$ cat src/rtl/initializer_conf_sender_if.sv
// Bundle of the configuration-sender signals: start request, config-memory read port,
// and the select-addressed configuration bus towards the GC modules.
//
// Handshake semantics: start is a one-cycle request, accepted only while busy=0;
// mem_rd_en/mem_addr request a read whose data is valid on mem_rdata the following
// cycle (no backpressure); conf_bus carries a word every cycle sel==SEL_ID, and the
// receiver answers the whole image with the level flag conf_ack.
interface initializer_conf_sender_if #(
  parameter int ADDR_WIDTH   = 8,
  parameter int DATA_WIDTH   = 16,
  parameter int SELECT_WIDTH = 3
);
  logic                    start;
  logic [ADDR_WIDTH-1:0]   base_addr;
  logic                    mem_rd_en;
  logic [ADDR_WIDTH-1:0]   mem_addr;
  logic [DATA_WIDTH-1:0]   mem_rdata;
  logic [DATA_WIDTH-1:0]   conf_bus;
  logic [SELECT_WIDTH-1:0] sel;
  logic                    conf_ack;
  logic                    busy;
  logic                    done;
  logic                    error;
  logic [7:0]              words_sent;

  modport master (
    input  start, base_addr, mem_rdata, conf_ack,
    output mem_rd_en, mem_addr, conf_bus, sel, busy, done, error, words_sent
  );

  modport slave (
    output start, base_addr, mem_rdata, conf_ack,
    input  mem_rd_en, mem_addr, conf_bus, sel, busy, done, error, words_sent
  );
endinterface

$ cat src/rtl/initializer_conf_sender.sv
// Streams one initializer configuration image from config memory onto conf_bus/sel,
// then waits for the receiver's conf_ack (done) or gives up after a timeout (error).
module initializer_conf_sender #(
  parameter int                      DIMENSION                = 3,
  parameter int                      ITERATION_VARIABLE_WIDTH = 16,
  parameter int                      SELECT_WIDTH             = 3,
  parameter int                      PB_FILL                  = 5,
  parameter logic [SELECT_WIDTH-1:0] SEL_ID                   = 3'b010,
  parameter logic [SELECT_WIDTH-1:0] SEL_IDLE                 = 3'b000,
  parameter int                      ADDR_WIDTH               = 8,
  parameter int                      ACK_TIMEOUT              = 16
) (
  input  logic                       conf_clk,
  input  logic                       reset,
  initializer_conf_sender_if.master  cif,
  output logic [1:0]                 state_dbg
);

  localparam int TW = (ACK_TIMEOUT > 1) ? $clog2(ACK_TIMEOUT) : 1;
  localparam int DW = ITERATION_VARIABLE_WIDTH;

  typedef enum logic [1:0] {
    S_IDLE     = 2'd0,
    S_PRIME    = 2'd1,
    S_STREAM   = 2'd2,
    S_WAIT_ACK = 2'd3
  } state_t;

  state_t                  state_q, state_d;
  logic [ADDR_WIDTH-1:0]   base_q, base_d;
  logic [7:0]              total_q, total_d;
  logic [7:0]              words_q, words_d;
  logic [TW-1:0]           timer_q, timer_d;
  logic [DW-1:0]           bus_q, bus_d;
  logic [SELECT_WIDTH-1:0] sel_q, sel_d;
  logic                    error_q, error_d;
  logic                    rd_en;
  logic [ADDR_WIDTH-1:0]   rd_addr;
  logic                    done_c;

  // Number of init_ivar words: 1 plus the run of ones in output_selector from bit 1.
  function automatic logic [7:0] calc_niv(input logic [DIMENSION-1:0] os);
    logic [7:0] niv;
    logic       run;
    niv = 8'd1;
    run = 1'b1;
    for (int i = 1; i < DIMENSION; i++) begin
      if (run && os[i]) niv = niv + 8'd1;
      else              run = 1'b0;
    end
    return niv;
  endfunction

  always_ff @(posedge conf_clk or negedge reset) begin
    if (!reset) begin
      state_q <= S_IDLE;
      base_q  <= '0;
      total_q <= '0;
      words_q <= '0;
      timer_q <= '0;
      bus_q   <= '0;
      sel_q   <= SEL_IDLE;
      error_q <= 1'b0;
    end else begin
      state_q <= state_d;
      base_q  <= base_d;
      total_q <= total_d;
      words_q <= words_d;
      timer_q <= timer_d;
      bus_q   <= bus_d;
      sel_q   <= sel_d;
      error_q <= error_d;
    end
  end

  always_comb begin
    state_d = state_q;
    base_d  = base_q;
    total_d = total_q;
    words_d = words_q;
    timer_d = timer_q;
    bus_d   = bus_q;
    sel_d   = sel_q;
    error_d = error_q;
    rd_en   = 1'b0;
    rd_addr = '0;
    done_c  = 1'b0;

    case (state_q)
      S_IDLE: begin
        if (cif.start) begin
          rd_en   = 1'b1;
          rd_addr = cif.base_addr;
          base_d  = cif.base_addr;
          error_d = 1'b0;
          words_d = 8'd0;
          state_d = S_PRIME;
        end
      end

      // Word 0 is on mem_rdata here; it also sizes the rest of the image.
      S_PRIME: begin
        rd_en   = 1'b1;
        rd_addr = base_q + ADDR_WIDTH'(1);
        bus_d   = cif.mem_rdata;
        sel_d   = SEL_ID;
        total_d = 8'(4 + PB_FILL) + calc_niv(cif.mem_rdata[DIMENSION-1:0]);
        words_d = 8'd1;
        state_d = S_STREAM;
      end

      S_STREAM: begin
        if (words_q >= total_q) begin
          bus_d   = '0;
          sel_d   = SEL_IDLE;
          timer_d = '0;
          state_d = S_WAIT_ACK;
        end else begin
          bus_d   = cif.mem_rdata;
          words_d = (words_q == 8'hFF) ? words_q : words_q + 8'd1;
          // Read one word ahead, but never past the last image address.
          if (({1'b0, words_q} + 9'd1) < {1'b0, total_q}) begin
            rd_en   = 1'b1;
            rd_addr = base_q + ADDR_WIDTH'(words_q) + ADDR_WIDTH'(1);
          end
        end
      end

      S_WAIT_ACK: begin
        if (cif.conf_ack) begin
          done_c  = 1'b1;
          state_d = S_IDLE;
        end else if (timer_q == TW'(ACK_TIMEOUT - 1)) begin
          error_d = 1'b1;
          state_d = S_IDLE;
        end else begin
          timer_d = timer_q + TW'(1);
        end
      end

      default: state_d = S_IDLE;
    endcase
  end

  assign cif.mem_rd_en  = rd_en;
  assign cif.mem_addr   = rd_addr;
  assign cif.conf_bus   = bus_q;
  assign cif.sel        = sel_q;
  assign cif.busy       = (state_q != S_IDLE);
  assign cif.done       = done_c;
  assign cif.error      = error_q;
  assign cif.words_sent = words_q;
  assign state_dbg      = state_q;

endmodule

$ cat src/flat_wrapper.sv
// flat-port wrapper written by rule: the top's interface ports become plain ports
module initializer_conf_sender_flat 
#(
  parameter int                      DIMENSION                = 3,
  parameter int                      ITERATION_VARIABLE_WIDTH = 16,
  parameter int                      SELECT_WIDTH             = 3,
  parameter int                      PB_FILL                  = 5,
  parameter logic [SELECT_WIDTH-1:0] SEL_ID                   = 3'b010,
  parameter logic [SELECT_WIDTH-1:0] SEL_IDLE                 = 3'b000,
  parameter int                      ADDR_WIDTH               = 8,
  parameter int                      ACK_TIMEOUT              = 16
)
  (conf_clk, reset, state_dbg, cif_start, cif_base_addr, cif_mem_rdata, cif_conf_ack, cif_mem_rd_en, cif_mem_addr, cif_conf_bus, cif_sel, cif_busy, cif_done, cif_error, cif_words_sent);
  initializer_conf_sender_if #(.ADDR_WIDTH(ADDR_WIDTH), .DATA_WIDTH((16)), .SELECT_WIDTH(SELECT_WIDTH)) cif_i ();
  input  logic conf_clk;
  input  logic reset;
  output logic [1:0] state_dbg;
  input wire logic [$bits(cif_i.start)-1:0] cif_start;
  input wire logic [$bits(cif_i.base_addr)-1:0] cif_base_addr;
  input wire logic [$bits(cif_i.mem_rdata)-1:0] cif_mem_rdata;
  input wire logic [$bits(cif_i.conf_ack)-1:0] cif_conf_ack;
  output wire logic [$bits(cif_i.mem_rd_en)-1:0] cif_mem_rd_en;
  output wire logic [$bits(cif_i.mem_addr)-1:0] cif_mem_addr;
  output wire logic [$bits(cif_i.conf_bus)-1:0] cif_conf_bus;
  output wire logic [$bits(cif_i.sel)-1:0] cif_sel;
  output wire logic [$bits(cif_i.busy)-1:0] cif_busy;
  output wire logic [$bits(cif_i.done)-1:0] cif_done;
  output wire logic [$bits(cif_i.error)-1:0] cif_error;
  output wire logic [$bits(cif_i.words_sent)-1:0] cif_words_sent;
  assign cif_i.start = cif_start;
  assign cif_i.base_addr = cif_base_addr;
  assign cif_i.mem_rdata = cif_mem_rdata;
  assign cif_i.conf_ack = cif_conf_ack;
  assign cif_mem_rd_en = cif_i.mem_rd_en;
  assign cif_mem_addr = cif_i.mem_addr;
  assign cif_conf_bus = cif_i.conf_bus;
  assign cif_sel = cif_i.sel;
  assign cif_busy = cif_i.busy;
  assign cif_done = cif_i.done;
  assign cif_error = cif_i.error;
  assign cif_words_sent = cif_i.words_sent;
  initializer_conf_sender #(.DIMENSION(DIMENSION), .ITERATION_VARIABLE_WIDTH(ITERATION_VARIABLE_WIDTH), .SELECT_WIDTH(SELECT_WIDTH), .PB_FILL(PB_FILL), .SEL_ID(SEL_ID), .SEL_IDLE(SEL_IDLE), .ADDR_WIDTH(ADDR_WIDTH), .ACK_TIMEOUT(ACK_TIMEOUT)) u_core (.conf_clk(conf_clk), .reset(reset), .cif(cif_i), .state_dbg(state_dbg));
endmodule
$ cat config.mk
export PLATFORM = sky130hd
export DESIGN_NAME = initializer_conf_sender_flat
export DESIGN_NICKNAME = d
export VERILOG_FILES = /design/src/rtl/initializer_conf_sender_if.sv /design/src/rtl/initializer_conf_sender.sv /design/src/flat_wrapper.sv
export SDC_FILE = /design/constraint.sdc
export NUM_CORES = 1
export LEC_CHECK = 0
export ABC_AREA = 1
export CAP_MARGIN = 20
export CORE_MARGIN = 4
export CORE_UTILIZATION = 40
export CTS_CLUSTER_SIZE = 14
export DETAILED_ROUTE_END_ITERATION = 8
export PLACE_DENSITY = 0.67
export SLEW_MARGIN = 20
export SYNTH_ARGS = -nofsm -noshare
export SYNTH_HDL_FRONTEND = slang
export SYNTH_SLANG_ARGS = --single-unit
$ cat constraint.sdc
create_clock -name conf_clk -period 5.76 [get_ports conf_clk]
set_input_delay 1.152 -clock conf_clk [delete_from_list [all_inputs] [get_ports conf_clk]]
set_output_delay 1.152 -clock conf_clk [all_outputs]
set_load 0.02 [all_outputs]
==> metrics.csv, run 1 <==
stage;metric;value;unit
outcome;status;finished clean;
sta;final setup vio count;0;
critical_path;critical path, cell by cell;ha_1 > nand2_1 > inv_1 > nor2_1 > ha_1 > nand2_1 > nand2_1 > nand2_1 > nand2_1 > nor2_2 > nand3_1 > a31oi_1 > clkdlybuf4s50_1;
clock_tree;Clock Pin Slew Worst Setup and Hold Paths;0.08;ns
placement;routability cong.;0.9074;
yosys;Compound-Gate Fraction of Synth Area;0.09245;
die;Initial Util;0.4174;
critical_path;endpoint class of the critical path;primary output;
yosys;synth unique cells;37;
placement;Setup WS pre-CTS;1.495;ns
pwr;Internal;1.019;mW
clock_tree;number of gates resized after cts;0;
placement;dpl cells;534;
yosys;Synth Register Bits;44;
pwr;Switching Fraction;0.4586;
yosys;synthesized area;2883;sq um
clock_tree;CTS Buf Count;5;
critical_path;Buf/Inv on CP;2;
sta;Slew HR;0.5089;
sta;worst-margin pin slew;0.7339;ns
final_layout;most frequent cells in the layout;nand2_1 (103), clkdlybuf4s50_1 (65), inv_1 (53), dfrtp_1 (44), nand3_1 (42);
clock_tree;clk buf depth;2;
yosys;Synth async-reset ratio;1.000;
sta;fin crit period;4.288;ns
die;Die Y;92.90;microns
sta;hold_ws;0.4742;ns
critical_path;CP top delay family;simple AND/OR/NAND/NOR gates;
sta;final hold vios;0;
pwr;Combinational Power Share;0.587;
worst_hold_path;hold path start;u_core.total_q[3]$_DFFE_PN0P_;
die;Core Area;6907;sq um
yosys;synthesized area per cell;7.547;sq um
global_route;global-route wire length before repair;11850;microns
yosys;XOR/XNOR Fraction of Synth Area;0.02127;
global_route;total grt overflow;0;
clock_tree;number of clock sinks;44;
pwr;power density over the cells;504.8;nW/um^2
final_layout;Fillers;688;
die;Core Rows;30;
pwr;LEAKAGE;1.858;nW
clock_tree;clk_lat worst skew;0.30;ns
yosys;Synth Area in Simple Gates;0.3043;
final_layout;ANT cells;0;
critical_path;critical path arrival;3.14;ns
critical_path;critical setup path kind;reg2out;
placement;Post-DP HPWL;5356;microns
sta;unrepaired setup endpoints after global routing;false;
placement;Port Buf Inserts;66;
drt;via density per instance;4.930;
yosys;sequential fraction of the synthesis area;0.3819;
drt;Avg WL per Cell;12.94;microns
global_route;Tot GR Track Use;0.1687;
yosys;Primary FF master, synth;dfrtp_1;
yosys;YS warnings;0;
yosys;Synth Area in Adders;0.1068;
sta;period utilization;0.7444;
drt;met2 WL;3187;microns
drt;Metal-1 WL;3247;microns
yosys;mux cell area share after synthesis;0;
pwr;clock share of power;0.134;
sta;Worst Skew;0.002563;ns
critical_path;Crit path top cell by count;nand2_1;
critical_path;CP Launch Type;flip-flop;
pwr;maximum vdd drop;0.2806;mV
critical_path;RR Startpoint;u_core.cif.words_sent[0]$_DFFE_PN0P_;
drt;Post-Route WL;7013;microns
critical_path;crit-path max cell delay;0.64;ns
global_route;largest net degree at the start of global routing;45;
die;I/O Pins;69;
drt;DR top layer;met4;
global_route;number of global-route vias before repair;2543;
critical_path;crit path from;u_core.cif.words_sent[1]$_DFFE_PN0P_;
clock_tree;# hold bufs at CTS;0;
worst_hold_path;Hold WC Path Type;reg2reg;
global_route;initial antenna violation count;0;
drt;Final ANT Viol Nets;0;
sta;Fmax achieved;233.2;MHz
yosys;largest family of logic cells by synthesized area;simple AND/OR/NAND/NOR gates;
clock_tree;CTS tree;built;
die;DIE WIDTH;92.90;microns
drt;Routed met3 length;515;microns
sta;Fin Setup TNS;0;ns
sta;final worst setup slack;1.472;ns
pwr;Final Power;1.881;mW
critical_path;CP Max Fanout;9;
final_layout;Non-Filler Instances;542;
clock_tree;Root Driver;clkbuf_8;
pwr;Reg power frac;0.279;
clock_tree;CTS H-tree depth;2;
final_layout;layout cells sized above 1;0.04260;
drt;1st-pass router iterations;4;
sta;Final Max Slew Viols;0;
final_layout;Area growth, synth to finish;29.30;%
critical_path;CP max-delay cell;clkdlybuf4s50_1;
drt;Initial DRC Count;98;
yosys;Syn Inst Count;382;
critical_path;CP Data Required Time;4.61;ns
pwr;switching pwr;0.8628;mW
flow_run;max_cap viols;0;
clock_tree;postcts setup bufs;0;
drt;Remaining DRCs;0;
die;die area;8629;sq um
final_layout;nets;497;
yosys;Post-synth EDFFs;0;
drt;DR vias;2672;
final_layout;commonest non-fill, non-tap cell in the layout;nand2_1;
[Yosys cell counts (2+ instances only)]
cell type,count,share of area
buf_4,2,0.0052
xor2_1,4,0.012
o31ai_1,2,0.0052
inv_1,53,0.069
xnor2_1,3,0.0091
buf_2,2,0.0035
dfrtp_1,44,0.38
nor3_1,4,0.0069
o21bai_1,2,0.0052
nor2_2,3,0.0065
nand2_1,103,0.13
o21ai_1,2,0.0035
a21oi_1,15,0.026
nor2_1,19,0.025
nand4_1,14,0.030
ha_1,23,0.10
o21ai_0,21,0.036
o21a_1,2,0.0052
nand3_1,42,0.073
clkbuf_1,5,0.0065
[state kept, by name, indices dropped and copies added, names as in the netlist]
name / cells
u_core.cif.conf_bus: 16
u_core.base_q: 8
u_core.cif.words_sent: 8
u_core.timer_q: 4
u_core.total_q: 4
u_core.state_dbg: 2
u_core.cif.error: 1
u_core.cif.sel: 1
[power by group through the flow]
stage,Combinational (mW),Clock [mW],Sequential [mW]
global route,1.24,0.271,0.541
finish,1.10,0.252,0.524
global placement,1.10,0,0.528
floorplan,0.643,0,0.587
CTS,1.11,0.257,0.524
detailed placement,1.11,0,0.526
[final cells by class]
class / instances / area [sq um] / area share
multi-input combinational: 273 / 1520 / 0.4079
timing repair buffer: 66 / 658.1 / 0.1766
sequential: 44 / 1101 / 0.2954
clock inverter: 2 / 38.79 / 0.01041
inverter: 55 / 206.4 / 0.05539
clock buffer: 6 / 82.58 / 0.02216
tap: 96 / 120.1 / 0.03223
[worst reg2reg max path: cells and delay by family, from the launching register on]
kind                     cells  cell delay [ns]
AO/OA/AOI/OAI                1             0.06
adder cells (fa/ha/maj)      1             0.31
buffers and inverters        2             0.30
flip-flops                   1             0.48
AND/OR/NAND/NOR              5             1.13
[stage by stage]
stage               area (sq um)  utilization
floorplan                   2887            -
global placement            3603       0.5217
detailed placement          3603       0.5217
CTS                         3725       0.5393
global route                3727       0.5397
finish                      3727       0.5397
[per-layer routing]
layer,vias to the layer above,global-route usage
li1,1371,-
met1,1222,0.2190
met2,73,0.2753
met3,6,0.05118
met4,0,0.04029
met5,-,0
[cells by family (layout without fill, tap and decap cells)]
kind of cell	count (synthesis)	count (layout)
simple gates	192	192
xor+xnor	7	7
other cells	1	2
buf+inv	66	129
compound gates	48	48
flops	44	44
fa+ha+maj	24	24
[path summary, 6_finish.rpt]
path	endpoint	cells past startpoint	slack [ns]
setup reg to reg	u_core.timer_q[2]$_DFFE_PN0P_	9	3.40
hold / removal	u_core.total_q[3]$_DFFE_PN0P_	2	0.47
max in group asynchronous	u_core.base_q[5]$_DFFE_PN0P_	1	4.54
min in group asynchronous	u_core.cif.words_sent[5]$_DFFE_PN0P_	1	0.84
setup / recovery	cif_mem_rd_en	13	1.47
hold reg to reg	u_core.total_q[3]$_DFFE_PN0P_	2	0.47
(Power assumes the default switching activity.)
==> run 2, diff against run 1 <==
==> constraint.sdc (replaced) <==
create_clock -name conf_clk -period 4 [get_ports conf_clk]
set_input_delay 0.8 -clock conf_clk [delete_from_list [all_inputs] [get_ports conf_clk]]
set_output_delay 0.8 -clock conf_clk [all_outputs]
set_load 0.02 [all_outputs]
==> metrics.csv, run 2 (same netlist as run 1, synthesis figures left out) <==
stage;metric;value;unit;change
clock_tree;clk buf depth;2;;unchanged
clock_tree;postcts setup bufs;0;;unchanged
die;die area;8629;sq um;unchanged
placement;Area after DPL;3611;sq um;+0.21%
final_layout;final core utilization;0.5429;;+0.003261
drt;Final ANT Viol Nets;0;;unchanged
drt;Remaining DRCs;0;;unchanged
flow_run;max_cap viols;0;;unchanged
sta;fin crit period;3.759;ns;
pwr;LEAKAGE;1.942;nW;+4.5%
critical_path;critical setup path kind;reg2out;;
final_layout;final instance area;3750;sq um;+0.60%
die;Initial Util;0.4174;;unchanged
placement;dpl cells;535;;+0.19%
sta;unrepaired setup endpoints after global routing;false;;
global_route;global-route wire length before repair;12240;microns;+3.3%
critical_path;CP Max Fanout;9;;unchanged
global_route;met3 Usage GRT;0.05199;;+0.0008123
critical_path;critical path arrival;2.96;ns;-0.18 ns
final_layout;Non-Filler Instances;543;;+0.18%
drt;1st-pass router iterations;4;;unchanged
die;DIE WIDTH;92.90;microns;unchanged
critical_path;endpoint class of the critical path;primary output;;
sta;final hold vios;0;;unchanged
final_layout;Fillers;678;;-1.5%
sta;Worst Skew;0.01021;ns;+0.007648 ns
drt;DR vias;2667;;-0.19%
sta;period utilization;0.9398;;
pwr;power density over the cells;716.2;nW/um^2;+42%
global_route;met2 usage;0.2933;;+0.01800
pwr;maximum vdd drop;0.4418;mV;+57%
global_route;initial antenna violation count;0;;unchanged
placement;Port Buf Inserts;66;;unchanged
sta;final worst setup slack;0.2407;ns;-1.232 ns
global_route;largest net degree at the start of global routing;45;;unchanged
die;Core Area;6907;sq um;unchanged
placement;routability cong.;0.9131;;+0.63%
worst_hold_path;Hold WC Path Type;reg2reg;;
sta;Fmax achieved;266.0;MHz;
clock_tree;# hold bufs at CTS;0;;unchanged
drt;Post-Route WL;7012;microns;about the same
sta;Slew HR;0.5925;;+0.08358
global_route;M1 GR Usage;0.2213;;+0.002268
final_layout;commonest non-fill, non-tap cell in the layout;nand2_1;;
global_route;number of global-route vias before repair;2660;;+4.6%
worst_hold_path;hold path start;u_core.total_q[3]$_DFFE_PN0P_;;
clock_tree;clk_lat worst skew;0.30;ns;about the same
clock_tree;CTS tree;built;;
final_layout;Area growth, synth to finish;30.08;%;
sta;Final Max Slew Viols;0;;unchanged
drt;Avg WL per Cell;12.91;microns;-0.20%
final_layout;max FFs per register;16;;unchanged
placement;Setup WS pre-CTS;0.3758;ns;-1.119 ns
global_route;Tot GR Track Use;0.1736;;+0.004861
final_layout;layout cells sized above 1;0.04698;;+0.004379
drt;via density per instance;4.912;;-0.37%
sta;worst-margin pin slew;0.6113;ns;-0.1227 ns
placement;Post-DP HPWL;5446;microns;+1.7%
clock_tree;number of clock sinks;44;;unchanged
final_layout;ANT cells;0;;unchanged
die;Core Rows;30;;unchanged
critical_path;crit path from;u_core.cif.words_sent[0]$_DFFE_PN0P_;;
die;Die Y;92.90;microns;unchanged
clock_tree;Clock Pin Slew Worst Setup and Hold Paths;0.09;ns;about the same
clock_tree;CTS H-tree depth;2;;unchanged
sta;Fin Setup TNS;0;ns;unchanged
final_layout;most frequent cells in the layout;nand2_1 (103), clkdlybuf4s50_1 (59), inv_1 (53), dfrtp_1 (43), nand3_1 (42);;
global_route;total grt overflow;0;;unchanged
outcome;status;finished clean;;
critical_path;RR Startpoint;u_core.cif.words_sent[3]$_DFFE_PN0P_;;
final_layout;nets;498;;+0.20%
clock_tree;CTS Buf Count;5;;unchanged
global_route;most used routing layer;met2;;
sta;final setup vio count;0;;unchanged
critical_path;CP Launch Type;flip-flop;;
drt;Initial DRC Count;105;;+7.1%
critical_path;CP Data Required Time;3.20;ns;-1.41 ns
die;I/O Pins;69;;unchanged
clock_tree;Root Driver;clkbuf_8;;
[run 2: power by group]
part	internal [mW]	leakage (nW)	switching [mW]
combinational	0.650	1.34	0.932
sequential	0.612	0.549	0.143
clock	0.188	0.0548	0.160
[run 2: layout make-up]
class / instances / area [sq um] / share of cell area
multi-input cells: 273 / 1525 / 0.4067
flip-flops and latches: 44 / 1102 / 0.2940
repair buffers: 67 / 680.7 / 0.1815
inverters: 55 / 206.4 / 0.05506
well taps: 96 / 120.1 / 0.03203
clock buffers: 5 / 68.82 / 0.01835
clock inverters: 3 / 46.29 / 0.01235
[run 2: timing repair]
item                                   4_1_cts  5_1_grt
endpoints found under the hold margin        0        0
setup endpoints to repair                    0        9
resized for setup                            0        8
[run 2: routing by layer]
layer  up-vias  wire, microns
met1      1211           3164
li1       1370              -
met2        81           3270
met5         -              0
met4         0             38
met3         5            539
[run 2: critical path, cell delays in order (launching register included)]
cell             delay [ns]
dfrtp_1                0.46
ha_1                   0.26
nand2_1                0.10
inv_1                  0.08
nor2_1                 0.13
ha_1                   0.25
nand2_1                0.06
nand2_1                0.05
nand2_1                0.06
nand2_1                0.08
nor2_4                 0.21
nand4_1                0.13
a21oi_1                0.17
clkdlybuf4s50_1        0.63
[run 2: final timing paths]
kind	cells after the start	end	slack, ns
min reg2reg	2	u_core.total_q[3]$_DFFE_PN0P_	0.48
max in group asynchronous	1	u_core.cif.words_sent[1]$_DFFE_PN0P_	3.10
min in group asynchronous	1	u_core.cif.words_sent[5]$_DFFE_PN0P_	0.49
max	13	cif_mem_addr[6]	0.24
min	2	u_core.total_q[3]$_DFFE_PN0P_	0.48
max reg2reg	7	u_core.cif.words_sent[1]$_DFFE_PN0P_	1.79
[run 2: metrics by stage]
| stage | total power, mW | hold slack [ns] |
|---|---|---|
| 2_1_floorplan | 1.771 | 0.4329 |
| 3_3_place_gp | 2.347 | 0.4595 |
| 3_5_place_dp | 2.364 | 0.4643 |
| 4_1_cts | 2.728 | 0.4903 |
| 5_1_grt | 2.944 | 0.5146 |
| 6_report | 2.686 | 0.4829 |
